**src/rtl/multi_gate_occupancy.sv**
```systemverilog
// rtl/multi_gate_occupancy.sv - multi-gate vehicle direction detection and shared lot occupancy counter
//
// Purpose: watches NUM_GATES gates, each with an outer (A) / inner (B) photo-sensor
// pair. Each gate has a synchroniser and a direction FSM. Completed passages produce
// one-cycle enter/exit pulses, and a shared saturating counter tracks occupancy.
//
// Ports:
//   clk          system clock
//   reset        asynchronous, active-low reset
//   sensors      raw sensor bits; gate g: bit 2g+1 = outer A, bit 2g = inner B (1 = blocked)
//   enter_pulse  one-cycle pulse per completed entry, one bit per gate
//   exit_pulse   one-cycle pulse per completed exit, one bit per gate
//   occupancy    current vehicle count, saturating at 0 and CAPACITY
//   full         occupancy == CAPACITY
//   empty        occupancy == 0
//   overflow     sticky: an entry was attempted while the lot was full
//   underflow    sticky: an exit was attempted while the lot was empty
module multi_gate_occupancy #(
  parameter int NUM_GATES   = 2,
  parameter int CAPACITY    = 3,
  parameter int SYNC_STAGES = 2,
  localparam int CW         = $clog2(CAPACITY + 1)
) (
  input  logic                   clk,
  input  logic                   reset,
  input  logic [2*NUM_GATES-1:0] sensors,
  output logic [NUM_GATES-1:0]   enter_pulse,
  output logic [NUM_GATES-1:0]   exit_pulse,
  output logic [CW-1:0]          occupancy,
  output logic                   full,
  output logic                   empty,
  output logic                   overflow,
  output logic                   underflow
);

  // Signed sum width: enough headroom for occupancy plus/minus NUM_GATES events.
  localparam int SW = CW + $clog2(NUM_GATES) + 2;
  localparam logic [SW-1:0] CAP_SW = SW'(CAPACITY);
  localparam logic [CW-1:0] CAP_CW = CW'(CAPACITY);

  typedef enum logic [2:0] {
    IDLE    = 3'd0,
    E1      = 3'd1,
    E2      = 3'd2,
    E3      = 3'd3,
    X1      = 3'd4,
    X2      = 3'd5,
    X3      = 3'd6,
    INVALID = 3'd7
  } state_t;

  logic [SYNC_STAGES-1:0][2*NUM_GATES-1:0] sync_q, sync_d;
  state_t                                  state_q [NUM_GATES];
  state_t                                  state_d [NUM_GATES];
  logic [NUM_GATES-1:0]                    enter_q, enter_d;
  logic [NUM_GATES-1:0]                    exit_q, exit_d;
  logic [CW-1:0]                           occ_q, occ_d;
  logic                                    ovf_q, ovf_d;
  logic                                    unf_q, unf_d;
  logic signed [SW-1:0]                    sum;

  // Direction FSM transition for one gate; values not listed hold the state.
  function automatic state_t next_state(input state_t s, input logic [1:0] ab);
    state_t n;
    n = s;
    case (s)
      IDLE:    case (ab) 2'b10: n = E1;   2'b01: n = X1;      2'b11: n = INVALID; default: n = s; endcase
      E1:      case (ab) 2'b11: n = E2;   2'b00: n = IDLE;    2'b01: n = INVALID; default: n = s; endcase
      E2:      case (ab) 2'b01: n = E3;   2'b10: n = E1;      2'b00: n = INVALID; default: n = s; endcase
      E3:      case (ab) 2'b00: n = IDLE; 2'b11: n = E2;      2'b10: n = INVALID; default: n = s; endcase
      X1:      case (ab) 2'b11: n = X2;   2'b00: n = IDLE;    2'b10: n = INVALID; default: n = s; endcase
      X2:      case (ab) 2'b10: n = X3;   2'b01: n = X1;      2'b00: n = INVALID; default: n = s; endcase
      X3:      case (ab) 2'b00: n = IDLE; 2'b11: n = X2;      2'b01: n = INVALID; default: n = s; endcase
      INVALID: if (ab == 2'b00) n = IDLE;
      default: n = IDLE;
    endcase
    return n;
  endfunction

  always_comb begin
    sync_d    = sync_q;
    sync_d[0] = sensors;
    for (int i = 1; i < SYNC_STAGES; i++) begin
      sync_d[i] = sync_q[i-1];
    end
  end

  // Pulses fire on the transition back to IDLE from the final state of a passage,
  // so a gate can never raise both pulses in one cycle.
  always_comb begin
    enter_d = '0;
    exit_d  = '0;
    for (int g = 0; g < NUM_GATES; g++) begin
      state_d[g] = next_state(state_q[g], sync_q[SYNC_STAGES-1][2*g +: 2]);
      enter_d[g] = (state_q[g] == E3) && (sync_q[SYNC_STAGES-1][2*g +: 2] == 2'b00);
      exit_d[g]  = (state_q[g] == X3) && (sync_q[SYNC_STAGES-1][2*g +: 2] == 2'b00);
    end
  end

  // Entries and exits of one cycle net out before clamping.
  always_comb begin
    sum = SW'(occ_q);
    for (int g = 0; g < NUM_GATES; g++) begin
      sum = sum + SW'(enter_q[g]) - SW'(exit_q[g]);
    end
    occ_d = occ_q;
    ovf_d = ovf_q;
    unf_d = unf_q;
    if (sum[SW-1]) begin
      occ_d = '0;
      unf_d = 1'b1;
    end else if (sum > CAP_SW) begin
      occ_d = CAP_CW;
      ovf_d = 1'b1;
    end else begin
      occ_d = sum[CW-1:0];
    end
  end

  always_ff @(posedge clk or negedge reset) begin
    if (!reset) begin
      sync_q  <= '0;
      enter_q <= '0;
      exit_q  <= '0;
      occ_q   <= '0;
      ovf_q   <= 1'b0;
      unf_q   <= 1'b0;
      for (int g = 0; g < NUM_GATES; g++) begin
        state_q[g] <= IDLE;
      end
    end else begin
      sync_q  <= sync_d;
      enter_q <= enter_d;
      exit_q  <= exit_d;
      occ_q   <= occ_d;
      ovf_q   <= ovf_d;
      unf_q   <= unf_d;
      for (int g = 0; g < NUM_GATES; g++) begin
        state_q[g] <= state_d[g];
      end
    end
  end

  assign enter_pulse = enter_q;
  assign exit_pulse  = exit_q;
  assign occupancy   = occ_q;
  assign full        = (occ_q == CAP_CW);
  assign empty       = (occ_q == '0);
  assign overflow    = ovf_q;
  assign underflow   = unf_q;

endmodule
```
**config.mk**
```make
export PLATFORM = sky130hd
export DESIGN_NAME = multi_gate_occupancy
export DESIGN_NICKNAME = d
export VERILOG_FILES = /design/src/rtl/multi_gate_occupancy.sv
export SDC_FILE = /design/constraint.sdc
export NUM_CORES = 1
export LEC_CHECK = 0
export ABC_AREA = 1
export BUFFER_PORTS_ARGS = -buffer_cell sky130_fd_sc_hd__buf_2
export CELL_PAD_IN_SITES_DETAIL_PLACEMENT = 0
export CELL_PAD_IN_SITES_GLOBAL_PLACEMENT = 1
export CORE_MARGIN = 2
export CORE_UTILIZATION = 43
export DETAILED_ROUTE_END_ITERATION = 12
export GPL_TIMING_DRIVEN = 0
export PLACE_DENSITY_LB_ADDON = 0.2
export SLEW_MARGIN = 40
export SYNTH_ARGS = -nofsm -noshare
export SYNTH_HDL_FRONTEND = slang
export SYNTH_SLANG_ARGS = --single-unit
```
**constraint.sdc**
```tcl
create_clock -name clk -period 3.3 [get_ports clk]
set_clock_uncertainty 0.2 [all_clocks]
set_input_delay 0.33 -clock clk [delete_from_list [all_inputs] [get_ports clk]]
set_output_delay 0.33 -clock clk [all_outputs]
set_load 0.02 [all_outputs]
```
==> metrics.yaml <==
fp.dieH_um: 69.29
required_ns: 3.30
clk_pin_slew_worst_paths_ns: 0.07
cts_tree: "built"
viasPerCell: 4.822
synth.distinct_cells: 21
n_antenna_cell: 0
rows: 23
wl_um: 3481
cp_num_buf_inv: 3
max_freq_ghz: 0.3669
firstDrtPassIters: 4
dp_hpwl_um: 2740
cpMostUsedCell: "inv_1"
cts_buffers: 3
final_cell_area_mm2: 0.002062
crit_fanout: 4
synth_cells: 252
worst_ep_arrival_time_ns: 2.72
power_switching_share: 0.4886
grt-ovfl-total: 0
maxCapViolCount: 0
synth-seq-cells: 22
p_sw_mw: 0.7198
die_x_um: 69.29
ir_drop_mv: 0.3186
fillCellCount: 392
hold_viol: 0
rsz0062_at_grt: "false"
detail-route-antenna-nets: 0
post_dp_cell_area_mm2: 0.001971
critPathCaptureType: "flip-flop"
layout_common_cells: "nand2_1 (68), inv_1 (36), nand3_1 (27)"
io_buffers: 15
wl_per_cell_um: 10.71
die_area_mm2: 0.004801
antenna_found_initial: 0
cts-root-buf: "clkbuf_8"
ff2ff_setup_slack_ns: 0.57
cts_buffer_depth: 2
crit_chain: "inv_1 -> ha_1 -> inv_1 -> ha_1 -> inv_1 -> fa_1 -> fa_1 -> or2_2 -> nand3_1 -> nand2_1 -> nand2_1"
drc: 0
grt_max_degree: 23
layout_commonest_cell: "nand2_1"
yosysSeqAreaShare: 0.3003
syn_nets: 281
slew_viol_final: 0
ioPinCount: 16
crit_type: "flip-flop to flip-flop"
slew_headroom: 0.6879
htreeDepth: 1
hold_class: "flip-flop to flip-flop"
grt_pass1_vias: 1473
pwr-share-comb: 0.635
yosys_warnings: 0
start_kind: "flip-flop"
sequentialPowerShare: 0.260
drive_above_1_share: 0.1855
leakage_nw: 1.163
start_util: 0.4517
fin_setup_tns_ns: 0
first_iter_violations: 72
core_mm2: 0.004058
grt_pass1_wl_um: 6044
track_usage: 0.1503
power_frac_clock: 0.105
vias: 1567
place_congestion: 0.8762
synth.avg_cell_area_um2: 7.274
critical_path.top_delay_family: "adder cells"
cts.sinks: 22
power.density_mw_per_mm2: 714.4
crit_slowest_cell: "fa_1"
status: "finished, final reports clean"
clk_latency_ns: 0.25
max_stage_delay_ns: 0.49
fin_crit_sh: 0.8259
syn_area_mm2: 0.001833
post-cts-setup-buffer-count: 0
setup_violations: 0
finalPower_mw: 1.473
final-seq-area_um2: 550.5
postLayoutCoreUtil: 0.5082
fin_crit_ns: 2.725
tightestPinTransition_ns: 0.4681
nets: 306
p_int_mw: 0.7534
multi_input_area_mm2: 0.001076
area_growth_pct: 12.49
[state kept, by name, indices dropped and copies added (netlist names)]
signal and flops:
state_q 6, sync_d 4, sync_q 4, enter_pulse 2, exit_pulse 2, occupancy 2, overflow 1, underflow 1
[synthesized netlist by cell type]
cell type,n,area share
a21oi_1,1,0.0027
a21oi_2,1,0.0048
buf_4,2,0.0082
buf_6,4,0.025
dfrtp_1,22,0.30
fa_1,3,0.033
ha_1,20,0.14
inv_1,36,0.074
inv_2,3,0.0061
nand2_1,68,0.14
nand2_2,8,0.027
nand3_1,27,0.074
nand4_1,12,0.041
nor2_1,25,0.051
nor2_2,9,0.031
nor2_4,4,0.025
nor3_1,3,0.0082
nor3_2,1,0.0055
o21ai_0,1,0.0027
o21ai_1,1,0.0027
or2_2,1,0.0034
[worst paths after layout]
path | cells after the start | endpoint | from
worst max-delay path | 11 | occupancy[0] | occupancy[0]
worst min-delay path | 0 | sync_q[5] | sync_d[5]
worst max register to register | 11 | occupancy[0] | occupancy[0]
worst min register to register | 0 | sync_q[5] | sync_d[5]
max in group asynchronous | 2 | sync_d[4] | reset
min in group asynchronous | 2 | overflow | reset
[cell type report]
type | count | share of cell area
multi-input cells | 185 | 0.5218
flip-flops and latches | 22 | 0.2670
inverters | 39 | 0.07099
repair buffers | 20 | 0.06068
well taps | 50 | 0.03034
plain buffers | 6 | 0.02913
clock buffers | 3 | 0.02002
[power groups by stage]
| stage | clock network (mW) | logic, mW | registers, mW |
|---|---|---|---|
| 6_report | 0.155 | 0.935 | 0.383 |
| 2_1_floorplan | 0 | 0.739 | 0.391 |
| 3_5_place_dp | 0 | 0.929 | 0.388 |
| 5_1_grt | 0.178 | 1.05 | 0.392 |
| 4_1_cts | 0.163 | 0.937 | 0.383 |
| 3_3_place_gp | 0 | 0.938 | 0.388 |
[repair_timing]
item / 4_1_cts / 5_1_grt
hold endpoints to repair: 26 / 0
hold buffers: 5 / 0
resized for setup: 0 / 0
setup endpoints to repair: 0 / 0
[per-stage QoR]
stage	hold WS (ns)	setup slack [ns]	std cells
floorplan	-0.1656	0.5819	252
global placement	0.1082	0.5789	317
detailed placement	0.1148	0.5915	317
CTS	0.1549	0.5594	325
global route	0.1574	0.3453	325
finish	0.1504	0.5746	325
[worst register-to-register path, cell delays in order (launching register included)]
cell     delay (ns)
dfrtp_1        0.38
inv_1          0.05
ha_1           0.26
inv_1          0.04
ha_1           0.17
inv_1          0.11
fa_1           0.49
fa_1           0.46
or2_2          0.28
nand3_1        0.08
nand2_1        0.08
nand2_1        0.07
[cells by family after synthesis]
kind of cell,share of synthesized area
simple gates,0.4048
buf+inv,0.1126
fa+ha+maj,0.1693
flops,0.3003
compound gates,0.01296
[layer usage]
layer	up-vias	global-route usage	wire length, µm	part of all wire
li1	826	-	-	-
met1	702	0.2018	1721	0.49
met2	35	0.2425	1566	0.45
met3	4	0.03343	162	0.047
met4	0	0.04357	30	0.0086
met5	-	0	0	0
Note: power is estimated with default switching activity, not from simulation.
